[src/rtl/led_display_uart_frame_loader.sv]
`default_nettype none
// ============================================================================
// Module      : led_display_uart_frame_loader
// Description : Parses SYNC/CMD/ADDR/LEN/payload/CSUM packets from a UART
//               byte stream and writes 32-bit pixel words into the frame RAM
//               write port. Supports WRITE (N words) and FILL (one word
//               replicated over N addresses). Answers each packet with ACK
//               or NAK and flags checksum, protocol and overrun errors.
// Revision    : 1.0 - initial release
// ============================================================================
module led_display_uart_frame_loader #(
    parameter int         ADDR_W         = 11,
    parameter int         TIMEOUT_CYCLES = 200_000,
    parameter logic [7:0] SYNC_BYTE      = 8'hA5
) (
    input  logic              clk_in,
    input  logic              n_reset_in,
    input  logic [7:0]        rx_data_in,
    input  logic              rx_valid_in,
    output logic [7:0]        tx_data_out,
    output logic              tx_valid_out,
    input  logic              tx_ready_in,
    output logic [ADDR_W-1:0] ram_addr_out,
    output logic [31:0]       ram_wdata_out,
    output logic              ram_we_out,
    output logic              busy_out,
    output logic              frame_done_out,
    output logic              err_csum_out,
    output logic              err_proto_out,
    output logic              err_overrun_out
);

    localparam logic [7:0] c_CMD_WRITE = 8'h01;
    localparam logic [7:0] c_CMD_FILL  = 8'h02;
    localparam logic [7:0] c_ACK       = 8'h06;
    localparam logic [7:0] c_NAK       = 8'h15;
    localparam int         c_TMO_W     = $clog2(TIMEOUT_CYCLES + 1);
    localparam logic [c_TMO_W-1:0] c_TMO_LAST = c_TMO_W'(TIMEOUT_CYCLES - 1);

    typedef enum logic [3:0] {
        S_IDLE    = 4'd0,
        S_CMD     = 4'd1,
        S_ADDR_HI = 4'd2,
        S_ADDR_LO = 4'd3,
        S_LEN     = 4'd4,
        S_DATA    = 4'd5,
        S_CSUM    = 4'd6,
        S_FILL    = 4'd7,
        S_RESP    = 4'd8
    } state_t;

    state_t              r_state;
    state_t              w_next_state;

    // Packet context
    logic [7:0]          r_cmd;
    logic [7:0]          r_addr_hi;
    logic [ADDR_W-1:0]   r_start;
    logic [7:0]          r_len;
    logic [7:0]          r_csum;
    logic [1:0]          r_byte_idx;
    logic [7:0]          r_word_cnt;
    logic [23:0]         r_word_buf;
    logic [31:0]         r_fill_word;
    logic [7:0]          r_fill_cnt;
    logic [7:0]          r_resp;
    logic [c_TMO_W-1:0]  r_tmo;

    // Registered outputs
    logic [ADDR_W-1:0]   r_ram_addr;
    logic [31:0]         r_ram_wdata;
    logic                r_ram_we;
    logic                r_frame_done;
    logic                r_err_csum;
    logic                r_err_proto;
    logic                r_err_overrun;

    // Decode helpers
    logic                w_in_pkt;
    logic                w_timeout;
    logic                w_cmd_ok;
    logic                w_word_done;
    logic                w_last_word;
    logic                w_csum_ok;
    logic                w_fill_last;
    logic                w_overrun;
    logic                w_proto_err;

    // State register; reset abandons any packet in flight without a response
    always_ff @(posedge clk_in or negedge n_reset_in) begin
        if (!n_reset_in) begin
            r_state <= S_IDLE;
        end else begin
            r_state <= w_next_state;
        end
    end

    // Next-state decode, including timeout and unknown-command aborts
    always_comb begin
        w_next_state = r_state;
        w_proto_err  = 1'b0;
        w_in_pkt     = (r_state inside {S_CMD, S_ADDR_HI, S_ADDR_LO, S_LEN, S_DATA, S_CSUM});
        w_cmd_ok     = (rx_data_in == c_CMD_WRITE) || (rx_data_in == c_CMD_FILL);
        w_word_done  = (r_byte_idx == 2'd3);
        w_last_word  = (r_cmd == c_CMD_FILL) || (r_word_cnt == r_len);
        w_csum_ok    = (rx_data_in == r_csum);
        w_fill_last  = (r_fill_cnt == r_len);
        w_overrun    = rx_valid_in && ((r_state == S_FILL) || (r_state == S_RESP));
        // An arriving byte always wins over an expiring timer in the same cycle
        w_timeout    = w_in_pkt && !rx_valid_in && (r_tmo == c_TMO_LAST);

        case (r_state)
            S_IDLE: begin
                if (rx_valid_in && (rx_data_in == SYNC_BYTE)) begin
                    w_next_state = S_CMD;
                end
            end
            S_CMD: begin
                if (rx_valid_in) begin
                    if (w_cmd_ok) begin
                        w_next_state = S_ADDR_HI;
                    end else begin
                        w_next_state = S_IDLE;
                        w_proto_err  = 1'b1;
                    end
                end
            end
            S_ADDR_HI: begin
                if (rx_valid_in) w_next_state = S_ADDR_LO;
            end
            S_ADDR_LO: begin
                if (rx_valid_in) w_next_state = S_LEN;
            end
            S_LEN: begin
                if (rx_valid_in) w_next_state = S_DATA;
            end
            S_DATA: begin
                if (rx_valid_in && w_word_done && w_last_word) begin
                    w_next_state = S_CSUM;
                end
            end
            S_CSUM: begin
                if (rx_valid_in) begin
                    w_next_state = (w_csum_ok && (r_cmd == c_CMD_FILL)) ? S_FILL : S_RESP;
                end
            end
            S_FILL: begin
                if (w_fill_last) w_next_state = S_RESP;
            end
            S_RESP: begin
                if (tx_ready_in) w_next_state = S_IDLE;
            end
            default: begin
                w_next_state = S_IDLE;
            end
        endcase

        if (w_timeout) begin
            w_next_state = S_IDLE;
            w_proto_err  = 1'b1;
        end
    end

    // Inter-byte timer: restarts on every accepted byte, idles outside the packet
    always_ff @(posedge clk_in or negedge n_reset_in) begin
        if (!n_reset_in) begin
            r_tmo <= '0;
        end else if (!w_in_pkt || rx_valid_in) begin
            r_tmo <= '0;
        end else begin
            r_tmo <= r_tmo + 1'b1;
        end
    end

    // Header capture, running checksum and payload assembly
    always_ff @(posedge clk_in or negedge n_reset_in) begin
        if (!n_reset_in) begin
            r_cmd       <= '0;
            r_addr_hi   <= '0;
            r_start     <= '0;
            r_len       <= '0;
            r_csum      <= '0;
            r_byte_idx  <= '0;
            r_word_cnt  <= '0;
            r_word_buf  <= '0;
            r_fill_word <= '0;
        end else if (rx_valid_in) begin
            case (r_state)
                S_IDLE: begin
                    r_csum <= '0;
                end
                S_CMD: begin
                    r_cmd  <= rx_data_in;
                    r_csum <= r_csum ^ rx_data_in;
                end
                S_ADDR_HI: begin
                    r_addr_hi <= rx_data_in;
                    r_csum    <= r_csum ^ rx_data_in;
                end
                S_ADDR_LO: begin
                    // Big-endian address; only the low ADDR_W bits select a RAM word
                    r_start <= ADDR_W'({r_addr_hi, rx_data_in});
                    r_csum  <= r_csum ^ rx_data_in;
                end
                S_LEN: begin
                    r_len      <= rx_data_in;
                    r_csum     <= r_csum ^ rx_data_in;
                    r_byte_idx <= '0;
                    r_word_cnt <= '0;
                end
                S_DATA: begin
                    r_csum     <= r_csum ^ rx_data_in;
                    r_byte_idx <= r_byte_idx + 1'b1;
                    if (w_word_done) begin
                        r_word_cnt <= r_word_cnt + 1'b1;
                        if (r_cmd == c_CMD_FILL) begin
                            r_fill_word <= {r_word_buf, rx_data_in};
                        end
                    end else begin
                        r_word_buf <= {r_word_buf[15:0], rx_data_in};
                    end
                end
                default: begin
                end
            endcase
        end
    end

    // RAM write port, fill sequencing, response byte and status pulses
    always_ff @(posedge clk_in or negedge n_reset_in) begin
        if (!n_reset_in) begin
            r_ram_addr    <= '0;
            r_ram_wdata   <= '0;
            r_ram_we      <= 1'b0;
            r_fill_cnt    <= '0;
            r_resp        <= '0;
            r_frame_done  <= 1'b0;
            r_err_csum    <= 1'b0;
            r_err_proto   <= 1'b0;
            r_err_overrun <= 1'b0;
        end else begin
            r_ram_we      <= 1'b0;
            r_frame_done  <= 1'b0;
            r_err_csum    <= 1'b0;
            r_err_proto   <= w_proto_err;
            r_err_overrun <= w_overrun;

            case (r_state)
                S_DATA: begin
                    // WRITE words go out as soon as complete, before the checksum is known
                    if (rx_valid_in && w_word_done && (r_cmd == c_CMD_WRITE)) begin
                        r_ram_we    <= 1'b1;
                        r_ram_addr  <= r_start + ADDR_W'(r_word_cnt);
                        r_ram_wdata <= {r_word_buf, rx_data_in};
                    end
                end
                S_CSUM: begin
                    if (rx_valid_in) begin
                        if (!w_csum_ok) begin
                            r_err_csum <= 1'b1;
                            r_resp     <= c_NAK;
                        end else if (r_cmd == c_CMD_FILL) begin
                            r_fill_cnt <= '0;
                        end else begin
                            r_frame_done <= 1'b1;
                            r_resp       <= c_ACK;
                        end
                    end
                end
                S_FILL: begin
                    r_ram_we    <= 1'b1;
                    r_ram_addr  <= r_start + ADDR_W'(r_fill_cnt);
                    r_ram_wdata <= r_fill_word;
                    r_fill_cnt  <= r_fill_cnt + 1'b1;
                    if (w_fill_last) begin
                        r_frame_done <= 1'b1;
                        r_resp       <= c_ACK;
                    end
                end
                default: begin
                end
            endcase
        end
    end

    assign tx_valid_out    = (r_state == S_RESP);
    assign tx_data_out     = tx_valid_out ? r_resp : 8'h00;
    assign busy_out        = (r_state != S_IDLE);
    assign ram_addr_out    = r_ram_addr;
    assign ram_wdata_out   = r_ram_wdata;
    assign ram_we_out      = r_ram_we;
    assign frame_done_out  = r_frame_done;
    assign err_csum_out    = r_err_csum;
    assign err_proto_out   = r_err_proto;
    assign err_overrun_out = r_err_overrun;

endmodule
`default_nettype wire

[config.mk]
export PLATFORM = sky130hd
export DESIGN_NAME = led_display_uart_frame_loader
export DESIGN_NICKNAME = d
export VERILOG_FILES = /design/src/rtl/led_display_uart_frame_loader.sv
export SDC_FILE = /design/constraint.sdc
export NUM_CORES = 1
export LEC_CHECK = 0
export CAP_MARGIN = 10
export CORE_ASPECT_RATIO = 0.5
export CORE_MARGIN = 5
export CORE_UTILIZATION = 53
export DETAILED_ROUTE_END_ITERATION = 8
export DONT_BUFFER_PORTS = 1
export MAX_ROUTING_LAYER = met4
export PLACE_DENSITY = 0.67
export SLEW_MARGIN = 0
export SYNTH_ARGS = -nofsm -noshare
export SYNTH_HDL_FRONTEND = slang
export SYNTH_SLANG_ARGS = --single-unit
[constraint.sdc]
create_clock -name clk_in -period 3.23 [get_ports clk_in]
set_clock_uncertainty 0.2 [all_clocks]
set_input_delay 0.646 -clock clk_in [delete_from_list [all_inputs] [get_ports clk_in]]
set_output_delay 0.646 -clock clk_in [all_outputs]
set_load 0.1 [all_outputs]
; ---- Word-level counts from Yosys, hierarchy flattened
; Cells that the tools add are included.
[op_classes]
shift = 0
n_reduce_logical = 35
n_mul = 0
bitwise_logic = 2
muxes = 46
n_div = 0
add_sub_neg = 6
magnitude_cmp = 0
eq_ne = 34
[ops]
columns = operator, n
row1 = 8-bit two-way mux, 9
row2 = 32-bit case mux with 2 select lines, 1
row3 = 8-bit case mux with 2 select lines, 4
row4 = 4-bit two-way mux, 11
row5 = 4-bit case mux with 9 select lines, 1
row6 = 32-bit two-way mux, 1
row7 = 8-bit == test, 3
row8 = "3-bit inequality test, second input constant", 8
row9 = 11-bit by 8-bit adder with 11-bit output, 2
row10 = 11-bit case mux with 2 select lines, 1
row11 = "18-bit by 1-bit adder with 18-bit output, second input constant", 1
row12 = "18-bit == test, second input constant", 1
row13 = 18-bit two-way mux, 1
row14 = "8-bit by 1-bit adder with 8-bit output, second input constant", 2
row15 = "4-bit by 3-bit == test with 1-bit output, second input constant", 4
row16 = "8-bit by 1-bit == test with 1-bit output, second input constant", 2
row17 = "8-bit by 2-bit == test with 1-bit output, second input constant", 2
row18 = 2-bit AND reduction, 7
row19 = 1-bit two-way mux, 12
row20 = 4-bit AND reduction, 3
row21 = 11-bit two-way mux, 1
row22 = 9-bit AND reduction, 1
row23 = "4-bit by 2-bit == test with 1-bit output, second input constant", 2
row24 = "8-bit == test, second input constant", 1
row25 = other kinds (22), 42
[totals]
memories = 0
input_bits = 12
reg_bits = 190
mem_bits_ro = 0
mem_bits_rw = 0
wordCells = 143
latchBits = 0

; ---- Depth between registers and ports, before layout
; Gate-level depths: netlist of the first run.
[depth]
depth_word = 6
ltp_mapped = 14
ltp_nobuf = 11

; ---- Worst setup path after synthesis of the first run
; Ideal clock, no wire load.
[synth_path]
kind = reg-to-reg
startpoint = register r_state[2]
endpoint = register r_ram_addr[10] (netlist: ram_addr_out[10])
arrival_ns = 2.919
period_less_slack_ns = 3.201
stages_incl_launch_ff = 15
n_path_buf = 3
setup_slack_ns = 0.029
cell_sequence = dfrtp_1 buf_6 and2b_1 and3_1 buf_2 clkbuf_1 nand2_1 nand2_1 ha_1 fa_1 a21oi_1 o211ai_1 o41ai_1 o21ai_0 a31oi_1
[synth_between]
elab_chain_cells = 3
elab_cells_between_ends = 6
cone_classes = 3 x eq/ne / 1 x mux / 2 x reduce/logical
[synth_lines]
columns = item, line_no
row1 = "start, declared", 52  ; state_t r_state;
row2 = "start signal, assigned", 94  ; r_state <= w_next_state;
row3 = 4-bit by 3-bit == test with 1-bit output, 248  ; case (r_state)
row4 = 2-bit by 1-bit inequality test with 1-bit output (no source line) or 2-bit nonzero test (tied branches), -
row5 = 2-bit AND reduction (no source line), -
row6 = "end signal, assigned", 253  ; r_ram_addr <= r_start + ADDR_W'(r_word_cnt);
row7 = "end signal, assigned", 272  ; r_ram_addr <= r_start + ADDR_W'(r_fill_cnt);
row8 = "end, declared", 70  ; logic [ADDR_W-1:0] r_ram_addr;
; Parallel ways exist; a longest one is shown, timed or not.
; A chain may end at the register's enable or synchronous reset.

; ---- Final worst setup path of the first run
[layout_path]
startpoint = register r_state[3]
endpoint = register r_ram_addr[10] (netlist: ram_addr_out[10])
; Same word-level chain as after synthesis.

==> impl_metrics.py, run 1 <==
metrics = {
    "power_and_ir_drop": {
        "p_per_area_mw_per_mm2": 922,
        "power_w": 0.00902,
        "swShare_pct": 43.1,
        "clkPwrFrac_pct": 25.6,
        "combPwrFrac_pct": 20.4,
        "seqPwrFrac_pct": 54.0,
        "p_int_w": 0.00513,
        "p_sw_w": 0.00389,
        "ir_drop_v": 0.000476,
        "p_leak_nw": 4.26,
    },
    "yosys": {
        "syn-mean-instance-area_um2": 10.5,
        "yosys_register_bits": 185,
        "synth_top_family_by_area": "simple AND/OR/NAND/NOR gates",
        "synth_xor_area_share_pct": 4.61,
        "synth_edf_count": 0,
        "ys_seq_area_share_pct": 51.9,
        "synth_ff_type": "dfrtp_1",
        "synthSimpleGateAreaFrac_pct": 17.0,
        "synthAdderAreaFrac_pct": 1.91,
        "async_flop_share_pct": 100,
        "netlist_instances": 846,
        "yosysMostFrequentCell": "dfrtp_1",
        "synth_commonest_cells": "dfrtp_1, nand2_1, mux2_2",
        "mappedNetlistArea_mm2": 0.00892,
        "synth_compound_area_share_pct": 9.28,
        "synth_mux_area_share_pct": 11.6,
        "synth_top_area_share_pct": 51.9,
        "yosysWarnings": 0,
        "yosysTopAreaCell": "dfrtp_1",
        "ys_top_cells_by_area": "dfrtp_1, mux2_2, nand2_1",
        "ys_types": 62,
    },
    "place": {
        "gp_congestion": 0.921,
        "place_ws_ps": 107,
        "dp_hpwl_um": 13100,
        "io_buffers": 0,
        "placed_area_mm2": 0.00913,
        "dp_cells": 1045,
    },
    "global_route": {
        "grt_pass1_vias": 6091,
        "grt_pass1_wl_um": 32700,
        "antenna_found_initial": 0,
        "track_usage_pct": 21.6,
        "gr-total-overflow": 0,
        "grt_max_degree": 186,
    },
    "outcome": {
        "status": "finished with violations",
        "violations": "negative hold slack",
    },
    "cts": {
        "path_clk_slew_ps": 70,
        "clk_path_buf_depth": 2,
        "htree_levels": 4,
        "cts_buffers": 17,
        "cts_root_buffer": "clkbuf_16",
        "cts.sinks": 185,
        "insertion_delay_ps": 430,
        "cts_tree": "done",
    },
    "floorplanning": {
        "io-pin-count": 70,
        "core_area_mm2": 0.0164,
        "start_util_pct": 54.3,
        "die_w_um": 194,
        "die_y_um": 102,
        "dieArea_mm2": 0.0197,
        "num_rows": 33,
    },
    "timing": {
        "max_freq_ghz": 0.340,
        "setup_viol": 0,
        "setup_ws_ps": 289,
        "whs_ps": -287,
        "worstMarginPinSlew_ps": 969,
        "grt_setup_unrepaired": "false",
        "drv_slew": 0,
        "layout_min_cycle_time_ps": 2940,
        "finalSetupTns_ps": 0,
        "final.period_utilization_pct": 91.0,
        "finalHoldViolCount": 185,
        "slew_headroom_pct": 35.4,
    },
    "route": {
        "antenna_left": 0,
        "wl_met1_um": 9430,
        "drc_errors": 0,
        "vias_per_cell": 5.70,
        "routed_wl_um": 19500,
        "wl_met3_um": 1120,
        "wl_per_cell_um": 18.2,
        "num_vias": 6132,
        "top_layer": "met4",
        "wl_met2_um": 8850,
        "drt_iter0_drc": 504,
        "firstDrtPassIters": 7,
    },
    "critical_path": {
        "r2r_slack_ps": 290,
        "required_ps": 3380,
        "crit_slowest_cell": "fa_1",
        "cp-endpoint": "ram_addr_out[10]$_DFFE_PN0P_",
        "crit_path_max_incr_delay_ps": 410,
        "worstReg2RegStart": "r_state[3]$_DFFE_PN0P_",
        "r2r-end": "ram_addr_out[10]$_DFFE_PN0P_",
        "start_kind": "flip-flop",
        "worst-path-stages": 11,
        "crit_family": "compound AO/OA/AOI/OAI gates",
        "timing.critical_path.buf_inv": 0,
        "end_kind": "flip-flop",
        "path_class": "reg -> reg",
        "cp.arrival_ps": 3090,
        "cp_common_cell": "nand2_1",
        "worstPathCellList": "and2b_1 -> nand3_2 -> nand2_1 -> nand2_1 -> ha_1 -> fa_1 -> a21oi_1 -> o211ai_1 -> o41ai_2 -> o21ai_0 -> a31oi_1",
        "r2r_cells": 11,
        "startpoint": "r_state[3]$_DFFE_PN0P_",
        "critPathMaxFanout": 7,
    },
    "min_path": {
        "hp-class": "in -> async",
    },
    "layout": {
        "fin_area_mm2": 0.00978,
        "fin_cells": 1075,
        "nNetsFinal": 862,
        "drive_above_1_share_pct": 19.7,
        "diodes": 0,
        "syn_to_final_growth_pct": 9.63,
    },
    "flow_run": {
        "maxCapViolCount": 0,
    },
}
## area by class of cell
type	instances	area, µm²
Fill cell	1372	6650
Clock buffer	18	429
Timing Repair Buffer	22	190
Multi-Input combinational cell	601	4000
Tap cell	227	284
Clock inverter	12	214
Inverter	10	37.5
Sequential cell	185	4630
## registers in the layout, indices dropped and copies added, names as in the netlist, 4 cells and up
name	count
r_word_cnt	8
r_fill_word	32
r_len	8
ram_addr_out	11
r_cmd	8
r_csum	8
r_fill_cnt	8
r_tmo	18
r_state	4
ram_wdata_out	32
r_start	11
r_word_buf	24
## cell families (layout without fill, tap and decap cells)
kind of cell    after synthesis  in the layout
simple gates                316            316
flops                       185            185
compound gates              129            129
mux                          92             92
buf+inv                      63             62
xor+xnor                     47             47
fa+ha+maj                    13             13
other cells                   1              4
## per-layer routing
layer	vias to the layer above	global-route usage [%]
met4	0	5.22
met1	3066	29.2
met3	13	5.48
met2	147	33.2
met5	-	-
li1	2906	-
## cells in the final DEF (no fill, tap or decap), types with 17 or more instances in the layout
master and count:
a31oi_1 39, o21ai_0 33, a21oi_1 24, nor2_1 78, mux2_2 88, nand2_1 127
xnor2_1 33, buf_4 20, nand3_1 18, clkbuf_16 17, dfrtp_1 185
## power by group through the flow
stage / Clock (W) / Sequential (W) / Combinational [W]
3_5_place_dp: 0 / 0.00492 / 0.00185
4_1_cts: 0.00236 / 0.00488 / 0.00185
5_1_grt: 0.00245 / 0.00495 / 0.00207
2_1_floorplan: 0 / 0.00472 / 0.00157
3_3_place_gp: 0 / 0.00490 / 0.00179
6_report: 0.00231 / 0.00487 / 0.00184
## what timing repair did
action / in CTS / in global routing
gates resized for setup: 0 / 1
endpoints found under the hold margin: 185 / 185
endpoints found under the setup margin: 0 / 2
buffers inserted: 0 / 0
## worst min path at each step
stage / startpoint / end / slack, ps / cells after the start
floorplan: n_reset_in / err_csum_out$_DFF_PN0_ / 150 / 0
CTS: n_reset_in / ram_wdata_out[20]$_DFFE_PN0P_ / -310 / 0
finish: n_reset_in / ram_wdata_out[20]$_DFFE_PN0P_ / -290 / 0
global placement: n_reset_in / ram_wdata_out[20]$_DFFE_PN0P_ / 160 / 0
detailed placement: n_reset_in / ram_wdata_out[20]$_DFFE_PN0P_ / 160 / 0
global route: n_reset_in / ram_wdata_out[20]$_DFFE_PN0P_ / -310 / 0
## stage by stage
stage / hold WS, ps / utilization [%]
4_1_cts: -310 / 59.5
5_1_grt: -311 / 59.5
3_5_place_dp: 155 / 55.6
6_report: -287 / 59.5
3_3_place_gp: 156 / 55.6
2_1_floorplan: 150 / -
(Power assumes the default switching activity.)
==> inputs of run 2 (changes only) <==
--- a/config.mk
+++ b/config.mk
@@ -6,7 +6,6 @@
 export NUM_CORES = 1
 export LEC_CHECK = 0
 export CAP_MARGIN = 10
-export CORE_ASPECT_RATIO = 0.5
 export CORE_MARGIN = 5
 export CORE_UTILIZATION = 53
 export DETAILED_ROUTE_END_ITERATION = 8
==> run 2 against run 1 <==
Compared with the run above: the flow still finishes with violations (negative hold slack); final area is 0.74% lower; count of clock-buffer cells in the layout stayed put; sequential share of layout area is 0.35 points higher; via count is 0.60% higher; utilization is 0.77 points lower; sequential power hardly changed; hold slack worse by 12 ps; critical path depth stayed put; worst setup slack worse by 20 ps; register-to-register slack worse by 20 ps; clock power is 9.5% lower; global-route usage is 0.66 points lower; critical path type unchanged; critical endpoint unchanged; largest cell class unchanged; highest routed layer unchanged.
==> impl_metrics.py, run 2 (same netlist as run 1, synthesis figures left out) <==
metrics = {
    "outcome": {
        "status": "finished with violations",
        "violations": "negative hold slack",
    },
    "place": {
        "io_buffers": 0,
        "dp_cells": 1036,
        "gp_congestion": 0.925,
        "dp_hpwl_um": 12900,
    },
    "cts": {
        "cts_root_buffer": "clkbuf_16",
        "clk_path_buf_depth": 2,
        "path_clk_slew_ps": 70,
        "insertion_delay_ps": 430,
        "cts.sinks": 185,
        "cts_tree": "done",
        "cts_buffers": 17,
        "htree_levels": 4,
    },
    "layout": {
        "drive_above_1_share_pct": 19.7,
        "most-common-layout-cells": "dfrtp_1, nand2_1, mux2_2, nor2_1, a31oi_1",
        "syn_to_final_growth_pct": 8.82,
        "multi_input_area_mm2": 0.00400,
        "diodes": 0,
        "fin_cells": 1068,
        "nNetsFinal": 860,
        "regArea_mm2": 0.00463,
        "fillers": 1382,
        "final_common_cell": "dfrtp_1",
    },
    "global_route": {
        "grtUsageMet1_pct": 28.0,
        "grt_pass1_wl_um": 32400,
        "grt_max_degree": 186,
        "antenna_found_initial": 0,
        "track_usage_pct": 20.9,
        "grt_pass1_vias": 6138,
        "busiest_layer": "met2",
        "grt.met2_usage_pct": 32.6,
        "use_met3_pct": 4.87,
        "gr-total-overflow": 0,
    },
    "power_and_ir_drop": {
        "seqPwrFrac_pct": 55.2,
        "swShare_pct": 44.2,
        "combPwrFrac_pct": 21.0,
        "p_leak_nw": 4.23,
        "ir_drop_v": 0.000467,
        "p_sw_w": 0.00389,
        "p_int_w": 0.00491,
        "clkPwrFrac_pct": 23.8,
        "p_per_area_mw_per_mm2": 906,
    },
    "timing": {
        "worstMarginPinSlew_ps": 958,
        "finalSetupTns_ps": 0,
        "finalHoldViolCount": 185,
        "slew_headroom_pct": 36.1,
        "final.period_utilization_pct": 91.7,
        "max_freq_ghz": 0.338,
        "whs_ps": -299,
        "drv_slew": 0,
        "setup_viol": 0,
        "layout_min_cycle_time_ps": 2960,
        "grt_setup_unrepaired": "false",
    },
    "floorplanning": {
        "io-pin-count": 70,
        "start_util_pct": 54.0,
        "dieArea_mm2": 0.0195,
        "num_rows": 47,
        "die_y_um": 140,
        "core_area_mm2": 0.0165,
        "die_w_um": 140,
    },
    "route": {
        "drc_errors": 0,
        "vias_per_cell": 5.78,
        "antenna_left": 0,
        "routed_wl_um": 19100,
        "wl_per_cell_um": 17.9,
        "drt_iter0_drc": 421,
        "num_vias": 6169,
        "firstDrtPassIters": 6,
    },
    "critical_path": {
        "required_ps": 3380,
        "start_kind": "flip-flop",
        "end_kind": "flip-flop",
        "path_class": "reg -> reg",
        "cp.arrival_ps": 3110,
        "critPathMaxFanout": 37,
    },
    "min_path": {
        "hp-class": "in -> async",
    },
    "flow_run": {
        "maxCapViolCount": 0,
    },
}
[run 2: changes by cell type in the layout (fill, tap and decap cells not counted)]
cell	before	now
clkinvlp_4	2	1
bufinv_16	5	2
clkinv_4	0	3
buf_6	0	1
inv_6	3	4
clkinv_2	0	2
buf_4	20	17
[run 2: power by group through the flow]
stage | registers [W] | logic (W) | clock network, W
global route | 0.00494 | 0.00207 | 0.00226
floorplan | 0.00472 | 0.00157 | 0
finish | 0.00486 | 0.00185 | 0.00209
detailed placement | 0.00492 | 0.00185 | 0
CTS | 0.00487 | 0.00186 | 0.00214
global placement | 0.00488 | 0.00179 | 0
[run 2: critical path: stages (launching register included)]
cell	delay (ps)
dfrtp_1	380
and2b_1	310
and3_1	270
buf_6	310
nand2_1	110
nand2_1	80
ha_1	200
nand3_1	100
o211ai_1	290
o41ai_2	130
or3_1	350
a31oi_1	160
[run 2: layout make-up]
type | instances | share of cell area (%)
well taps | 220 | 2.83
repair buffers | 20 | 1.84
flip-flops and latches | 185 | 47.7
clock buffers | 18 | 4.42
inverters | 10 | 0.387
clock inverters | 14 | 1.66
multi-input cells | 601 | 41.2
[run 2: layer usage]
metal | share of wire [%] | up-vias
met1 | 45 | 3098
met5 | 0 | -
met4 | 1.2 | 0
li1 | - | 2903
met2 | 48 | 147
met3 | 5.3 | 21
[run 2: path summary, 6_finish.rpt]
check,from,endpoint,slack [ps],depth (start not counted)
min in group clk_in,tx_ready_in,r_state[3]$_DFFE_PN0P_,140,1
hold reg to reg,r_resp[2]$_DFFE_PN0P_,r_resp[2]$_DFFE_PN0P_,260,1
hold / removal,n_reset_in,r_fill_word[20]$_DFFE_PN0P_,-300,0
max in group asynchronous,n_reset_in,r_len[2]$_DFFE_PN0P_,2950,0
setup / recovery,r_state[3]$_DFFE_PN0P_,ram_addr_out[10]$_DFFE_PN0P_,270,11
setup reg to reg,r_state[3]$_DFFE_PN0P_,ram_addr_out[10]$_DFFE_PN0P_,270,11
[run 2: stage by stage]
| step | util, % | total power [W] | instance area (µm²) | worst slack (ps) |
|---|---|---|---|---|
| floorplan | - | 0.00628 | 8930 | 28.7 |
| global placement | 55.1 | 0.00667 | 9110 | 170 |
| detailed placement | 55.1 | 0.00677 | 9110 | 80.2 |
| CTS | 58.7 | 0.00887 | 9700 | 45.8 |
| global route | 58.8 | 0.00926 | 9710 | 46.7 |
| finish | 58.8 | 0.00880 | 9710 | 269 |
[run 2: what timing repair did]
item	4_1_cts	5_1_grt
setup endpoints to repair	0	2
resized for setup	0	2
hold endpoints to repair	185	185
buffers inserted	0	0
==> inputs of run 3 (changes only) <==
--- a/config.mk
+++ b/config.mk
@@ -6,11 +6,10 @@
 export NUM_CORES = 1
 export LEC_CHECK = 0
 export CAP_MARGIN = 10
-export CORE_MARGIN = 5
 export CORE_UTILIZATION = 53
 export DETAILED_ROUTE_END_ITERATION = 8
 export DONT_BUFFER_PORTS = 1
-export MAX_ROUTING_LAYER = met4
+export HOLD_SLACK_MARGIN = 0.15
 export PLACE_DENSITY = 0.67
 export SLEW_MARGIN = 0
 export SYNTH_ARGS = -nofsm -noshare
==> run 3 against run 2 <==
Compared with the run above: the run still ends with negative hold slack left; hold slack gained 14 ps; final cell count grew 0.37%; via count grew 1.6%; die area shrank 11%; combinational power is essentially flat; worst setup slack lost 180 ps; highest routed layer unchanged.
==> impl_metrics.py, run 3 (same netlist as run 1, synthesis figures left out) <==
metrics = {
    "route": {
        "top_layer": "met4",
        "antenna_left": 0,
        "routed_wl_um": 19300,
        "wl_met2_um": 9310,
        "drt_iter0_drc": 576,
        "wl_met1_um": 8470,
        "wl_met3_um": 1050,
        "firstDrtPassIters": 5,
        "drc_errors": 0,
        "num_vias": 6268,
        "wl_per_cell_um": 18.0,
        "vias_per_cell": 5.85,
    },
    "global_route": {
        "gr-total-overflow": 0,
        "grt_pass1_vias": 6223,
        "track_usage_pct": 23.7,
        "grt_max_degree": 186,
        "antenna_found_initial": 0,
        "grt_pass1_wl_um": 32500,
    },
    "critical_path": {
        "cp.arrival_ps": 3230,
        "timing.critical_path.buf_inv": 0,
        "worstReg2RegStart": "r_state[3]$_DFFE_PN0P_",
        "end_kind": "flip-flop",
        "r2r_cells": 11,
        "r2r-end": "ram_addr_out[10]$_DFFE_PN0P_",
        "crit_path_max_incr_delay_ps": 510,
        "worst-path-stages": 11,
        "r2r_slack_ps": 90,
        "crit_family": "compound AO/OA/AOI/OAI gates",
        "worstPathCellList": "and2b_2 -> and3_2 -> nand2_1 -> nand2_1 -> ha_1 -> fa_1 -> a21oi_2 -> o211ai_1 -> o41ai_2 -> or3_1 -> a31oi_1",
        "path_class": "reg -> reg",
        "required_ps": 3320,
        "start_kind": "flip-flop",
        "cp-endpoint": "ram_addr_out[10]$_DFFE_PN0P_",
        "crit_slowest_cell": "o41ai_2",
        "cp_common_cell": "nand2_1",
        "critPathMaxFanout": 4,
        "startpoint": "r_state[3]$_DFFE_PN0P_",
    },
    "cts": {
        "insertion_delay_ps": 430,
        "post_cts_buffers": 0,
        "cts.sinks": 185,
        "path_clk_slew_ps": 70,
        "cts_buffers": 17,
        "cts_tree": "done",
        "clk_path_buf_depth": 2,
        "htree_levels": 4,
        "cts_root_buffer": "clkbuf_16",
    },
    "timing": {
        "max_freq_ghz": 0.318,
        "finalHoldViolCount": 185,
        "setup_ws_ps": 90.0,
        "drv_slew": 0,
        "whs_ps": -285,
        "slew_headroom_pct": 36.6,
        "setup_viol": 0,
        "final.period_utilization_pct": 97.2,
        "worstMarginPinSlew_ps": 951,
        "layout_min_cycle_time_ps": 3140,
    },
    "power_and_ir_drop": {
        "combPwrFrac_pct": 21.2,
        "seqPwrFrac_pct": 55.1,
        "clkPwrFrac_pct": 23.7,
        "p_int_w": 0.00494,
        "ir_drop_v": 0.000494,
        "p_leak_nw": 4.25,
        "p_per_area_mw_per_mm2": 901,
        "p_sw_w": 0.00386,
        "swShare_pct": 43.9,
    },
    "floorplanning": {
        "die_w_um": 132,
        "die_y_um": 132,
        "dieArea_mm2": 0.0174,
        "core_area_mm2": 0.0165,
        "start_util_pct": 54.0,
        "num_rows": 47,
        "io-pin-count": 70,
    },
    "place": {
        "place_ws_ps": 1.08,
        "dp_hpwl_um": 12800,
        "io_buffers": 0,
        "gp_congestion": 0.858,
    },
    "layout": {
        "diodes": 0,
        "most-common-layout-cells": "dfrtp_1, nand2_1, mux2_2, nor2_1, a31oi_1",
        "drive_above_1_share_pct": 19.8,
        "final_core_util_pct": 59.1,
        "fillers": 1342,
        "nNetsFinal": 865,
        "final_common_cell": "dfrtp_1",
        "syn_to_final_growth_pct": 9.45,
    },
    "min_path": {
        "hp-class": "in -> async",
    },
    "outcome": {
        "status": "finished with violations",
        "violations": "negative hold slack",
    },
    "flow_run": {
        "maxCapViolCount": 0,
    },
}
-- run 3: power by group through the flow --
stage | Clock [W] | Combinational, W | Sequential, W
floorplan | 0 | 0.00157 | 0.00472
global placement | 0 | 0.00178 | 0.00486
detailed placement | 0 | 0.00185 | 0.00491
CTS | 0.00213 | 0.00186 | 0.00486
global route | 0.00223 | 0.00207 | 0.00494
finish | 0.00208 | 0.00187 | 0.00485
-- run 3: how the worst min path moves through the flow --
stage / start / slack (ps) / end
2_1_floorplan: n_reset_in / 150 / err_csum_out$_DFF_PN0_
5_1_grt: n_reset_in / -310 / ram_wdata_out[20]$_DFFE_PN0P_
4_1_cts: n_reset_in / -310 / r_fill_word[12]$_DFFE_PN0P_
6_report: n_reset_in / -280 / ram_wdata_out[20]$_DFFE_PN0P_
3_3_place_gp: n_reset_in / 160 / r_fill_word[28]$_DFFE_PN0P_
3_5_place_dp: n_reset_in / 150 / ram_wdata_out[20]$_DFFE_PN0P_
-- run 3: layer usage --
layer | track usage [%] | vias up
met4 | 8.66 | 0
li1 | - | 2926
met3 | 5.15 | 30
met5 | 0 | -
met2 | 38.9 | 180
met1 | 31.0 | 3132
-- run 3: layout make-up --
cell class                      count  area, µm²  share of cell area, %
Tap cell                          220        275                   2.82
Inverter                           10       37.5                  0.384
Sequential cell                   185       4630                   47.4
Clock inverter                     11        139                   1.42
Multi-Input combinational cell    601       4010                   41.0
Timing Repair Buffer               25        224                   2.29
Clock buffer                       20        457                   4.68
-- run 3: per-stage QoR --
stage	instances	area, µm²	TNS (ps)	power (W)
floorplan	849	8930	0	0.00628
global placement	1036	9090	0	0.00664
detailed placement	1036	9090	0	0.00675
CTS	1070	9720	0	0.00885
global route	1072	9770	-0.316	0.00925
finish	1072	9770	0	0.00880
-- run 3: what timing repair did --
action	CTS	global route
endpoints found under the setup margin	1	2
pin swaps	0	1
hold buffers	3	2
resized for setup	1	8
endpoints found under the hold margin	189	187
